==> src/rtl/i2s_transmitter.sv <==
// Philips I2S serialiser: divides clk down to BCLK, shifts 16-bit words out MSB first
// with a one-BCLK delay after each LRCLK edge, and pulses ready once per channel slot.
module i2s_transmitter #(
  parameter int CLK_DIV = 4
) (
  input  logic        clk,
  input  logic        rst,
  input  logic        enable,
  input  logic [15:0] sample_in,
  output logic        ready,
  output logic        bclk,
  output logic        lrclk,
  output logic        sdata
);

  logic [7:0]  div_cnt;
  logic [4:0]  bit_cnt;
  logic [15:0] shift;
  logic [15:0] hold;

  logic        div_tc;
  logic        fall_evt;
  logic        rise_evt;
  logic        load_slot;
  logic        capture;
  logic [4:0]  bit_nxt;
  logic [15:0] shift_nxt;

  always_comb begin
    div_tc    = (div_cnt == 8'(CLK_DIV - 1));
    fall_evt  = div_tc && bclk;
    rise_evt  = div_tc && !bclk;
    bit_nxt   = bit_cnt + 5'd1;
    load_slot = (bit_nxt[3:0] == 4'd1);
    shift_nxt = load_slot ? hold : {shift[14:0], 1'b0};
    // bit_cnt only moves on falling events, so the first rising event that still
    // sees a load-slot count is the one following that slot's ready pulse.
    capture   = rise_evt && (bit_cnt[3:0] == 4'd1);
  end

  always_ff @(posedge clk) begin
    if (rst) begin
      div_cnt <= 8'd0;
      bit_cnt <= 5'd31;
      shift   <= 16'd0;
      hold    <= 16'd0;
      bclk    <= 1'b0;
      lrclk   <= 1'b0;
      sdata   <= 1'b0;
      ready   <= 1'b0;
    end else if (!enable) begin
      // Idle but keep hold, so re-enabling first replays the last captured sample.
      div_cnt <= 8'd0;
      bit_cnt <= 5'd31;
      shift   <= 16'd0;
      bclk    <= 1'b0;
      lrclk   <= 1'b0;
      sdata   <= 1'b0;
      ready   <= 1'b0;
    end else begin
      ready <= 1'b0;
      if (div_tc) begin
        div_cnt <= 8'd0;
        bclk    <= ~bclk;
      end else begin
        div_cnt <= div_cnt + 8'd1;
      end
      if (fall_evt) begin
        bit_cnt <= bit_nxt;
        lrclk   <= bit_nxt[4];
        shift   <= shift_nxt;
        sdata   <= shift_nxt[15];
        ready   <= load_slot;
      end
      if (capture) begin
        hold <= sample_in;
      end
    end
  end

endmodule
==> config.mk <==
export PLATFORM = sky130hd
export DESIGN_NAME = i2s_transmitter
export DESIGN_NICKNAME = d
export VERILOG_FILES = /design/src/rtl/i2s_transmitter.sv
export SDC_FILE = /design/constraint.sdc
export NUM_CORES = 1
export LEC_CHECK = 0
export BUFFER_PORTS_ARGS = -buffer_cell sky130_fd_sc_hd__buf_2
export CORE_MARGIN = 5
export CORE_UTILIZATION = 39
export CTS_CLUSTER_SIZE = 25
export DETAILED_ROUTE_END_ITERATION = 12
export SLEW_MARGIN = 20
export SYNTH_ARGS = -nofsm -noshare
export SYNTH_HDL_FRONTEND = slang
export SYNTH_SLANG_ARGS = --single-unit
export TNS_END_PERCENT = 30
==> constraint.sdc <==
create_clock -name clk -period 2.6 [get_ports clk]
set_input_delay 0 -clock clk [delete_from_list [all_inputs] [get_ports clk]]
set_output_delay 0 -clock clk [all_outputs]
set_load 0.05 [all_outputs]
Word level (Yosys, flattened, before mapping)
Cells that the tools add are included.
- equality and inequality tests: 3
- bitwise operators: 3
- add/sub/neg operators: 2
- muxes and demuxes: 1
- reductions and logical operators: 8
- operators with widths (cell ; count):
    $mux W16 ; 1
    $add A8 B1 Y8 const B ; 1
    $eq A4 B1 Y1 const B ; 2
    $eq A8 B2 Y1 const B ; 1
    $reduce_or A3 Y1 ; 2
    $add A5 B1 Y5 const B ; 1
    $logic_and A1 B1 Y1 ; 3
    $not A1 Y1 ; 3
    $reduce_and A2 Y1 ; 1
    $reduce_or A2 Y1 ; 1
    $logic_not A1 Y1 ; 1
- output and inout port bits: 4
- register bits after elaboration: 48
- logic and storage cells: 25

Depth between registers and ports, before layout
Gate-level depths: netlist (run 1).
- word-level depth: 4
- gate-level depth with buffers: 7
- mapped depth without buffers: 6

Least setup slack after synthesis (run 1)
OpenSTA, ideal clock, no wires.
- path kind: reg2reg
- start point: register bclk
- end point: register hold[10]
- data required time: 2472 ps
- period minus slack after synthesis: 1812 ps
- stages on the path, launching flop included: 7
- library setup time: 128 ps
- buffers on the path: 2
- data arrival time: 1685 ps
- path slack: 788 ps
- cells stage by stage: dfxtp_1 > clkbuf_1 > nor4b_2 > nand4_4 > buf_6 > mux2i_1 > nor2_1
- cells in the longest elaborated chain, start to end: 4
- ends and longest elaborated chain (item ; line ; RTL):
    from (decl) ; 11 ; output logic bclk,
    from (signal assigned) ; 64 ; bclk <= ~bclk;
    $logic_not A1 Y1 ; 32 ; rise_evt = div_tc && !bclk;
    $logic_and A1 B1 Y1 ; 32 ;
    $logic_and A1 B1 Y1 ; 38 ; capture = rise_evt && (bit_cnt[3:0] == 4'd1);
    $reduce_and A2 Y1 (no source line) ; n/a ;
    to (signal assigned) ; 76 ; hold <= sample_in;
    to (decl) ; 19 ; logic [15:0] hold;
Every way passes these cells.
A chain may end at the register's enable or synchronous reset.

Final worst setup path (run 1)
- start point: register bit_cnt[0]
- end point: register shift[0]
- cells in the longest elaborated chain, start to end: 3
- ends and longest elaborated chain (item ; line ; RTL):
    from (decl) ; 17 ; logic [4:0] bit_cnt;
    from (signal assigned) ; 69 ; bit_cnt <= bit_nxt;
    $add A5 B1 Y5 ; 33 ; bit_nxt = bit_cnt + 5'd1;
    $eq A4 B1 Y1 ; 34 ; load_slot = (bit_nxt[3:0] == 4'd1);
    $mux W16 ; 35 ; shift_nxt = load_slot ? hold : {shift[14:0], 1'b0};
    to (signal assigned) ; 71 ; shift <= shift_nxt;
    to (decl) ; 18 ; logic [15:0] shift;
Every way passes these cells.

==> summary.json, run 1 <==
{
  "timing": {
    "finalHoldViolations": 0,
    "slew_violations": 0,
    "finalSetupViolations": 0,
    "worst_pin_slew_ns": 0.965,
    "rsz0062_at_grt": "no",
    "fmaxAchievable_mhz": 479,
    "worst_slew_margin_rel": 0.357,
    "skew_ns": 0.00673,
    "summed_negative_setup_slack_over_all_endpoints_ns": 0,
    "final.period_utilization": 0.803,
    "period_minus_slack_ns": 2.09
  },
  "logic_synthesis": {
    "mapped_nets": 222,
    "postSynthCellCount": 199,
    "syn_area_um2": 1990,
    "synthesis.yosys.warnings": 0,
    "synth-seq-cells": 48,
    "synth.distinct_cells": 30,
    "syn_area_per_cell_um2": 10.0,
    "synth-seq-area-share": 0.482
  },
  "job": {
    "maxCapViolCount": 0
  },
  "floorplan": {
    "initial_util": 0.395,
    "top_level_ports": 23,
    "floorplan.die_area_um2": 6640,
    "vert_die_dim_um": 81.5,
    "rows": 26,
    "design.core.area_um2": 5040,
    "die-width_um": 81.5
  },
  "cts": {
    "cts_inserted_buffers": 5,
    "clockBufferDepth": 2,
    "cts_tree": "yes",
    "ctsRootBufferMaster": "sky130_fd_sc_hd__clkbuf_8",
    "clock_sink_count": 48,
    "cts_resized": 0,
    "post_cts.repair.setup_buffers": 0,
    "clock_insertion_delay_worst_skew_ns": 0.29,
    "clock_tree.htree_level_count": 2,
    "path_clk_slew_ns": 0.09
  },
  "grt": {
    "grt_antenna_before_repair": 0,
    "use_met1": 0.138,
    "grt-busiest-layer": "met2",
    "global_route_wire_length_before_repair_um": 6270,
    "grt_pass1_vias": 1472,
    "globalRoute.totalOverflow": 0,
    "grtUsageMet2": 0.217,
    "grt_usage": 0.123,
    "gr-usage-met3": 0.0329,
    "grt_start_max_net_pins": 19
  },
  "detailed_routing": {
    "drtAntennaViolNets": 0,
    "final_wl_um": 3620,
    "detailedRoute.firstPassIterationCount": 4,
    "avgViaCountPerCell": 4.66,
    "wl_per_cell_um": 11.6,
    "post-route-drc-count": 0,
    "vias": 1449,
    "detailedRoute.firstIterationViolations": 35
  },
  "setup_path": {
    "cp_data_arrival_time_ns": 2.34,
    "end_kind": "flip-flop",
    "timing.critical_path.fanout_max": 16,
    "worst-setup-path-type": "reg2reg",
    "critPathRequiredTime_ns": 2.85,
    "worstSetupStartpointType": "flip-flop"
  },
  "place": {
    "dpl.hpwl_um": 2450,
    "gpl.final_weighted_congestion": 0.703,
    "numPortBuffers": 22,
    "placed_cells_incl_taps": 287
  },
  "power": {
    "worst_ir_drop_vdd_v": 0.000372,
    "power.static_leakage_nw": 1.01,
    "power_density_nw_per_um2": 578
  },
  "cells_and_area": {
    "num-fill-cells": 474,
    "layout.cells.non_filler": 311,
    "n_antenna_cell": 0,
    "drive_gt1_frac": 0.166,
    "area.growth.synth_to_final_pct": 24.1,
    "finalNetCount": 263
  },
  "run_status": {
    "outcome": "complete, no violations"
  },
  "hold_path": {
    "holdCritPathClass": "in2reg"
  }
}
==> timing repair <==
item / 4_1_cts / 5_1_grt
hold endpoints to repair: 16 / 0
hold buffers: 16 / 0
setup endpoints to repair: 0 / 0
==> cell usage after synthesis <==
cell type | instances | area, µm²
sky130_fd_sc_hd__nor2_1 | 26 | 97.6
sky130_fd_sc_hd__o21ai_0 | 4 | 20.0
sky130_fd_sc_hd__nand2_1 | 26 | 97.6
sky130_fd_sc_hd__nand2b_1 | 1 | 6.26
sky130_fd_sc_hd__a22o_1 | 1 | 8.76
sky130_fd_sc_hd__nor4b_4 | 1 | 23.8
sky130_fd_sc_hd__ha_1 | 4 | 50.1
sky130_fd_sc_hd__nand4_1 | 4 | 25.0
sky130_fd_sc_hd__xor2_1 | 6 | 52.6
sky130_fd_sc_hd__dfxtp_1 | 48 | 961
sky130_fd_sc_hd__o21ai_1 | 12 | 60.1
sky130_fd_sc_hd__a31oi_1 | 1 | 6.26
sky130_fd_sc_hd__buf_2 | 1 | 5.00
sky130_fd_sc_hd__nor4b_2 | 1 | 15.0
sky130_fd_sc_hd__and3_1 | 3 | 18.8
sky130_fd_sc_hd__nand3_1 | 4 | 20.0
sky130_fd_sc_hd__nor3_1 | 1 | 5.00
sky130_fd_sc_hd__a21boi_0 | 1 | 7.51
sky130_fd_sc_hd__nor3b_2 | 1 | 12.5
sky130_fd_sc_hd__mux2i_1 | 32 | 320
sky130_fd_sc_hd__clkbuf_1 | 5 | 18.8
sky130_fd_sc_hd__nor2b_1 | 1 | 6.26
sky130_fd_sc_hd__o31ai_4 | 1 | 21.3
sky130_fd_sc_hd__nand4_4 | 1 | 21.3
sky130_fd_sc_hd__buf_6 | 2 | 22.5
sky130_fd_sc_hd__and3b_1 | 1 | 8.76
sky130_fd_sc_hd__xnor2_1 | 6 | 52.6
sky130_fd_sc_hd__inv_1 | 2 | 7.51
sky130_fd_sc_hd__or4b_1 | 1 | 10.0
sky130_fd_sc_hd__nor3_2 | 1 | 10.0
==> sequential cells by signal (all words and copies together), names as in the netlist <==
signal   flops
bclk         1
sdata        1
bit_cnt      5
lrclk        1
shift       15
div_cnt      8
hold        16
ready        1
==> cells by family (layout without fill, tap and decap cells) <==
kind of cell / after synthesis / after routing / share of synthesized area
muxes: 32 / 32 / 0.161
AOI/OAI and AO/OA: 20 / 20 / 0.0622
buffers and inverters: 10 / 52 / 0.0270
DFF: 48 / 48 / 0.482
adders and majority gates: 4 / 4 / 0.0251
and+or+nand+nor: 73 / 73 / 0.190
xor gates and xnor gates: 12 / 12 / 0.0528
==> stage by stage <==
step                power (mW)  worst slack, ns  cell area (µm²)   util  hold WS, ns
finish                    1.43            0.512             2470  0.490       0.0509
global route              1.48            0.327             2470  0.490       0.0688
CTS                       1.44            0.495             2470  0.490       0.0424
detailed placement       0.788            0.501             2170  0.431        0.240
global placement         0.788            0.548             2170  0.431        0.234
floorplan                0.769            0.788             1990      -        0.144
==> worst max-delay path, stage by stage (launching register included) <==
cell and delay, ns:
sky130_fd_sc_hd__dfxtp_1 0.41, sky130_fd_sc_hd__ha_1 0.23, sky130_fd_sc_hd__nand3_1 0.14, sky130_fd_sc_hd__o31ai_4 0.80, sky130_fd_sc_hd__nor3b_2 0.33, sky130_fd_sc_hd__a22o_1 0.14
==> path summary, 6_finish.rpt <==
| check | endpoint | cells past startpoint | from | slack, ns |
|---|---|---|---|---|
| max | shift[0]$_SDFFE_PP0P_ | 5 | bit_cnt[0]$_SDFFE_PP1P_ | 0.51 |
| min reg2reg | shift[2]$_SDFFE_PP0P_ | 2 | shift[2]$_SDFFE_PP0P_ | 0.45 |
| max reg2reg | shift[0]$_SDFFE_PP0P_ | 5 | bit_cnt[0]$_SDFFE_PP1P_ | 0.51 |
| min | bclk$_SDFFE_PP0N_ | 3 | enable | 0.05 |
==> report_power, final <==
group / internal, mW / switching, mW / total (mW)
logic: 0.0300 / 0.0216 / 0.0516
clock network: 0.387 / 0.252 / 0.639
registers: 0.736 / 0.00129 / 0.737
==> per-layer routing <==
layer | wire [µm] | vias up
li1 | - | 758
met1 | 1690 | 671
met2 | 1790 | 15
met3 | 103 | 5
met4 | 37 | 0
met5 | 0 | -
==> layout make-up <==
type,instances,area (µm²),share of cell area
inverter,2,7.51,0.00304
clock inverter,3,68.8,0.0278
sequential,48,961,0.389
tap,70,87.6,0.0354
timing repair buffer,42,300,0.122
multi-input combinational,141,977,0.395
clock buffer,5,68.8,0.0278
==> layout by cell type, fill, tap and decap left out, drive strengths merged <==
master	instances
and3	3
inv	3
and3b	1
xnor2	6
nand2b	1
nor4b	2
nor2	26
ha	4
nand2	26
a22o	1
clkbuf	5
dfxtp	48
buf	26
nor2b	1
o21ai	16
o31ai	1
a31oi	1
mux2i	32
nand4	5
nand3	4
a21boi	1
xor2	6
nor3	2
dlygate4sd3	16
or4b	1
bufinv	2
nor3b	1
No activity file was read; power rests on OpenSTA's default activity.
==> run 2: changes to the inputs <==
Settings changed: ABC_AREA from default to 1.
Clock period 2.6 ns to 2 ns, I/O delays scaled along.
==> summary.json, run 2 <==
{
  "floorplan": {
    "initial_util": {"value": 0.407, "change": "was 0.395"},
    "die-width": {"value": 86.3, "unit": "µm", "change": "was 81.5 µm"},
    "vert_die_dim": {"value": 86.3, "unit": "µm", "change": "was 81.5 µm"},
    "design.core.area": {"value": 5570, "unit": "µm²", "change": "was 5040 µm²"},
    "top_level_ports": {"value": 23, "change": "unchanged"},
    "floorplan.die_area": {"value": 7450, "unit": "µm²", "change": "was 6640 µm²"},
    "rows": {"value": 27, "change": "was 26"}
  },
  "hold_path": {
    "worstHoldStart": {"value": "sample_in[8]", "change": "was enable"},
    "holdCritPathClass": {"value": "in2reg", "change": "unchanged"},
    "holdPathStages": {"value": 4, "change": "was 3"},
    "min_to": {"value": "hold[8]$_SDFFE_PP0P_", "change": "was bclk$_SDFFE_PP0N_"}
  },
  "job": {
    "maxCapViolCount": {"value": 0, "change": "unchanged"}
  },
  "setup_path": {
    "regToRegEndpoint": {"value": "hold[14]$_SDFFE_PP0P_", "change": "was shift[0]$_SDFFE_PP0P_"},
    "flop2flop_setup_slack": {"value": 0.39, "unit": "ns", "change": "was 0.51 ns"},
    "path_cells": {"value": "ha_1, inv_1, nor3_2, nand2_1, inv_2, buf_4, nand3b_1, nand2_1, nor2_1", "change": "was ha_1, nand3_1, o31ai_4, nor3b_2, a22o_1"},
    "cp_data_arrival_time": {"value": 1.81, "unit": "ns", "change": "was 2.34 ns"},
    "worstSetupStartpointType": {"value": "flip-flop", "change": "unchanged"},
    "end_kind": {"value": "flip-flop", "change": "unchanged"},
    "timing.critical_path.fanout_max": {"value": 10, "change": "was 16"},
    "worst-path-buf-inv": {"value": 3, "change": "was 0"},
    "worst-setup-path-type": {"value": "reg2reg", "change": "unchanged"},
    "critPathRequiredTime": {"value": 2.19, "unit": "ns", "change": "was 2.85 ns"},
    "cp_slowest_stage_delay": {"value": 0.36, "unit": "ns", "change": "was 0.80 ns"},
    "critical-path-top-delay-family": {"value": "buffers and inverters", "change": "was compound AO/OA/AOI/OAI gates"},
    "cp_common_cell": "sky130_fd_sc_hd__nand2_1",
    "regToRegStartpoint": {"value": "div_cnt[0]$_SDFF_PP0_", "change": "was bit_cnt[0]$_SDFFE_PP1P_"},
    "r2r_cells": {"value": 9, "change": "was 5"},
    "worst_path_max_delay_cell": {"value": "sky130_fd_sc_hd__dfxtp_1", "change": "was sky130_fd_sc_hd__o31ai_4"}
  },
  "detailed_routing": {
    "detailedRoute.firstPassIterationCount": {"value": 4, "change": "unchanged"},
    "wl_per_cell": {"value": 11.1, "unit": "µm", "change": "was 11.6 µm"},
    "detailedRoute.firstIterationViolations": {"value": 110, "change": "was 35"},
    "post-route-drc-count": {"value": 0, "change": "unchanged"},
    "avgViaCountPerCell": {"value": 4.70, "change": "was 4.66"},
    "final_wl": {"value": 4540, "unit": "µm", "change": "was 3620 µm"},
    "drtAntennaViolNets": {"value": 0, "change": "unchanged"},
    "vias": {"value": 1912, "change": "was 1449"}
  },
  "place": {
    "dpl.hpwl": {"value": 3150, "unit": "µm", "change": "was 2450 µm"},
    "placed_cells_incl_taps": {"value": 396, "change": "was 287"},
    "dpl_cell_area": {"value": 2450, "unit": "µm²", "change": "was 2170 µm²"},
    "placement.setup.worst_slack": {"value": 0.411, "unit": "ns", "change": "was 0.501 ns"},
    "gpl.final_weighted_congestion": {"value": 0.785, "change": "was 0.703"},
    "numPortBuffers": {"value": 22, "change": "unchanged"}
  },
  "cts": {
    "clock_tree.htree_level_count": {"value": 2, "change": "unchanged"},
    "cts_tree": {"value": "yes", "change": "unchanged"},
    "cts_inserted_buffers": {"value": 5, "change": "unchanged"},
    "post_cts.repair.setup_buffers": {"value": 0, "change": "unchanged"},
    "cts_resized": {"value": 0, "change": "unchanged"},
    "path_clk_slew": {"value": 0.09, "unit": "ns", "change": "about the same"},
    "clock_sink_count": {"value": 48, "change": "unchanged"},
    "ctsRootBufferMaster": {"value": "sky130_fd_sc_hd__clkbuf_8", "change": "unchanged"},
    "postCtsHoldBufs": {"value": 3, "change": "was 16"},
    "clockBufferDepth": {"value": 2, "change": "unchanged"},
    "clock_insertion_delay_worst_skew": {"value": 0.30, "unit": "ns", "change": "was 0.29 ns"}
  },
  "power": {
    "power_density": {"value": 667, "unit": "nW/µm²", "change": "was 578 nW/µm²"},
    "switching_power": {"value": 0.363, "unit": "mW", "change": "was 0.274 mW"},
    "worst_ir_drop_vdd": {"value": 0.000282, "unit": "V", "change": "was 0.000372 V"},
    "power.share.switching": {"value": 0.210, "change": "was 0.192"},
    "power_frac_clock": {"value": 0.398, "change": "was 0.447"},
    "power_frac_comb": {"value": 0.046, "change": "was 0.036"},
    "power.total": {"value": 1.73, "unit": "mW", "change": "was 1.43 mW"},
    "p_int": {"value": 1.37, "unit": "mW", "change": "was 1.15 mW"},
    "power.static_leakage": {"value": 1.20, "unit": "nW", "change": "was 1.01 nW"},
    "seqPwrFrac": {"value": 0.556, "change": "was 0.517"}
  },
  "logic_synthesis": {
    "synthesis.yosys.warnings": {"value": 0, "change": "unchanged"},
    "synth.distinct_cells": {"value": 28, "change": "was 30"},
    "synth_enable_flop_cells": {"value": 0, "change": "unchanged"},
    "top_post_synthesis_cells_by_area": {"value": "sky130_fd_sc_hd__dfxtp_1 42%, sky130_fd_sc_hd__nand2_1 13%, sky130_fd_sc_hd__nand3b_1 9.6%, sky130_fd_sc_hd__nand3_1 9.0%, sky130_fd_sc_hd__a21oi_1 4.4%", "change": "was sky130_fd_sc_hd__dfxtp_1 48%, sky130_fd_sc_hd__mux2i_1 16%, sky130_fd_sc_hd__nand2_1 4.9%, sky130_fd_sc_hd__nor2_1 4.9%, sky130_fd_sc_hd__o21ai_1 3.0%"},
    "synthFlopType": {"value": "sky130_fd_sc_hd__dfxtp_1", "change": "unchanged"},
    "syn_area_per_cell": {"value": 7.33, "unit": "µm²", "change": "was 10.0 µm²"},
    "synth_largest_type_area_fraction": {"value": 0.423, "change": "was 0.482"},
    "post_synth_arst_share": {"value": 0, "change": "unchanged"},
    "synth-seq-area-share": {"value": 0.423, "change": "was 0.482"},
    "syn_area": {"value": 2270, "unit": "µm²", "change": "was 1990 µm²"},
    "postSynthCellCount": {"value": 310, "change": "was 199"},
    "mapped_nets": {"value": 333, "change": "was 222"},
    "yosys.cell_count.top_type": {"value": "sky130_fd_sc_hd__nand2_1", "change": "was sky130_fd_sc_hd__dfxtp_1"},
    "synth-seq-cells": {"value": 48, "change": "unchanged"},
    "synth_largest_area_cell": {"value": "sky130_fd_sc_hd__dfxtp_1", "change": "unchanged"},
    "synth.cells.most_frequent": {"value": "76 x sky130_fd_sc_hd__nand2_1, 48 x sky130_fd_sc_hd__dfxtp_1, 41 x sky130_fd_sc_hd__nand3_1", "change": "was 48 x sky130_fd_sc_hd__dfxtp_1, 32 x sky130_fd_sc_hd__mux2i_1, 26 x sky130_fd_sc_hd__nand2_1, 26 x sky130_fd_sc_hd__nor2_1, 12 x sky130_fd_sc_hd__o21ai_1"}
  },
  "timing": {
    "summed_negative_setup_slack_over_all_endpoints": {"value": 0, "unit": "ns", "change": "unchanged"},
    "post-route-worst-setup-slack": {"value": 0.386, "unit": "ns", "change": "was 0.512 ns"},
    "rsz0062_at_grt": {"value": "no", "change": "unchanged"},
    "skew": {"value": 0.00651, "unit": "ns", "change": "was 0.00673 ns"},
    "final.period_utilization": {"value": 0.807, "change": "was 0.803"},
    "slew_violations": {"value": 0, "change": "unchanged"},
    "finalSetupViolations": {"value": 0, "change": "unchanged"},
    "worst_pin_slew": {"value": 0.432, "unit": "ns", "change": "was 0.965 ns"},
    "hold-worst-slack": {"value": 0.00158, "unit": "ns", "change": "was 0.0509 ns"},
    "period_minus_slack": {"value": 1.61, "unit": "ns", "change": "was 2.09 ns"},
    "worst_slew_margin_rel": {"value": 0.711, "change": "was 0.357"},
    "fmaxAchievable": {"value": 620, "unit": "MHz", "change": "was 479 MHz"},
    "finalHoldViolations": {"value": 0, "change": "unchanged"}
  },
  "grt": {
    "globalRoute.totalOverflow": {"value": 0, "change": "unchanged"},
    "grt_pass1_vias": {"value": 1752, "change": "was 1472"},
    "grt_usage": {"value": 0.135, "change": "was 0.123"},
    "global_route_wire_length_before_repair": {"value": 8140, "unit": "µm", "change": "was 6270 µm"},
    "grt_antenna_before_repair": {"value": 0, "change": "unchanged"},
    "grt_start_max_net_pins": {"value": 33, "change": "was 19"}
  },
  "cells_and_area": {
    "finish.utilization": {"value": 0.465, "change": "was 0.490"},
    "finalNetCount": {"value": 357, "change": "was 263"},
    "area.growth.synth_to_final": {"value": 14.0, "unit": "%", "change": "was 24.1%"},
    "drive_gt1_frac": {"value": 0.149, "change": "was 0.166"},
    "largest_register": {"value": "hold", "change": "unchanged"},
    "layout.cell_area.non_filler": {"value": 2590, "unit": "µm²", "change": "was 2470 µm²"},
    "n_antenna_cell": {"value": 0, "change": "unchanged"},
    "layout.cells.non_filler": {"value": 407, "change": "was 311"},
    "largest_register_ff_count": {"value": 16, "change": "unchanged"},
    "layout_top_registers": {"value": "hold (16), shift (15), div_cnt (8)", "change": "unchanged"},
    "mostFrequentLayoutCell": {"value": "sky130_fd_sc_hd__nand2_1", "change": "was sky130_fd_sc_hd__dfxtp_1"},
    "final_cell_mix": {"value": "76 x sky130_fd_sc_hd__nand2_1, 48 x sky130_fd_sc_hd__dfxtp_1, 41 x sky130_fd_sc_hd__nand3_1", "change": "was 48 x sky130_fd_sc_hd__dfxtp_1, 32 x sky130_fd_sc_hd__mux2i_1, 26 x sky130_fd_sc_hd__nor2_1, 26 x sky130_fd_sc_hd__nand2_1, 22 x sky130_fd_sc_hd__buf_2"}
  },
  "run_status": {
    "outcome": {"value": "complete, no violations", "change": "unchanged"}
  }
}
-- run 2: cell types whose count changed after synthesis, sizes merged, moves of 5 or more --
cell	before	now
inv	2	29
mux2i	32	0
a21oi	0	20
nand3	4	42
nand3b	0	29
xnor2	6	1
nor3	2	7
nand2	26	79
buf	3	11
xor2	6	1
o21ai	16	1
-- run 2: how the worst max path moves through the flow --
stage | startpoint | end | cells after the start
after detailed placement | div_cnt[0]$_SDFF_PP0_ | hold[14]$_SDFFE_PP0P_ | 9
after CTS | div_cnt[0]$_SDFF_PP0_ | hold[14]$_SDFFE_PP0P_ | 9
after global placement | div_cnt[0]$_SDFF_PP0_ | bit_cnt[0]$_SDFFE_PP1P_ | 6
after global routing | div_cnt[0]$_SDFF_PP0_ | hold[5]$_SDFFE_PP0P_ | 9
final | div_cnt[0]$_SDFF_PP0_ | hold[14]$_SDFFE_PP0P_ | 9
after floorplan | bclk$_SDFFE_PP0N_ | shift[10]$_SDFFE_PP0P_ | 5
-- run 2: power groups by stage --
stage	clock network (mW)	registers, mW	logic (mW)
2_1_floorplan	0	0.983	0.0474
3_3_place_gp	0	0.984	0.0761
3_5_place_dp	0	0.984	0.0754
4_1_cts	0.709	0.961	0.0801
5_1_grt	0.753	0.962	0.0901
6_report	0.687	0.961	0.0795
-- run 2: layout make-up --
class / instances / area (µm²)
Tap cell: 72 / 90.1
Fill cell: 582 / 2980
Timing Repair Buffer: 32 / 205
Sequential cell: 48 / 961
Inverter: 30 / 113
Multi-Input combinational cell: 217 / 1110
Clock inverter: 2 / 35.0
Clock buffer: 6 / 72.6
-- run 2: metal layers --
| metal | part of all wire | track usage |
|---|---|---|
| met4 | 0.013 | 0.0382 |
| met1 | 0.56 | 0.199 |
| met3 | 0.043 | 0.0390 |
| met2 | 0.38 | 0.191 |
| met5 | 0 | 0 |
-- run 2: worst reg2reg max path, delay by kind of cell (launching register included) --
kind	cells	cell delay, ns
fa+ha+maj	1	0.22
buf+inv	3	0.46
flops	1	0.36
simple gates	5	0.46
-- run 2: cells by family (layout without fill, tap and decap cells) --
family          Yosys count  count (layout)  share of synthesized area
compound gates           22              22                     0.0496
xor+xnor                  2               2                    0.00771
fa+ha+maj                 4               4                     0.0220
buf+inv                  45              70                     0.0865
flops                    48              48                      0.423
simple gates            189             189                      0.411
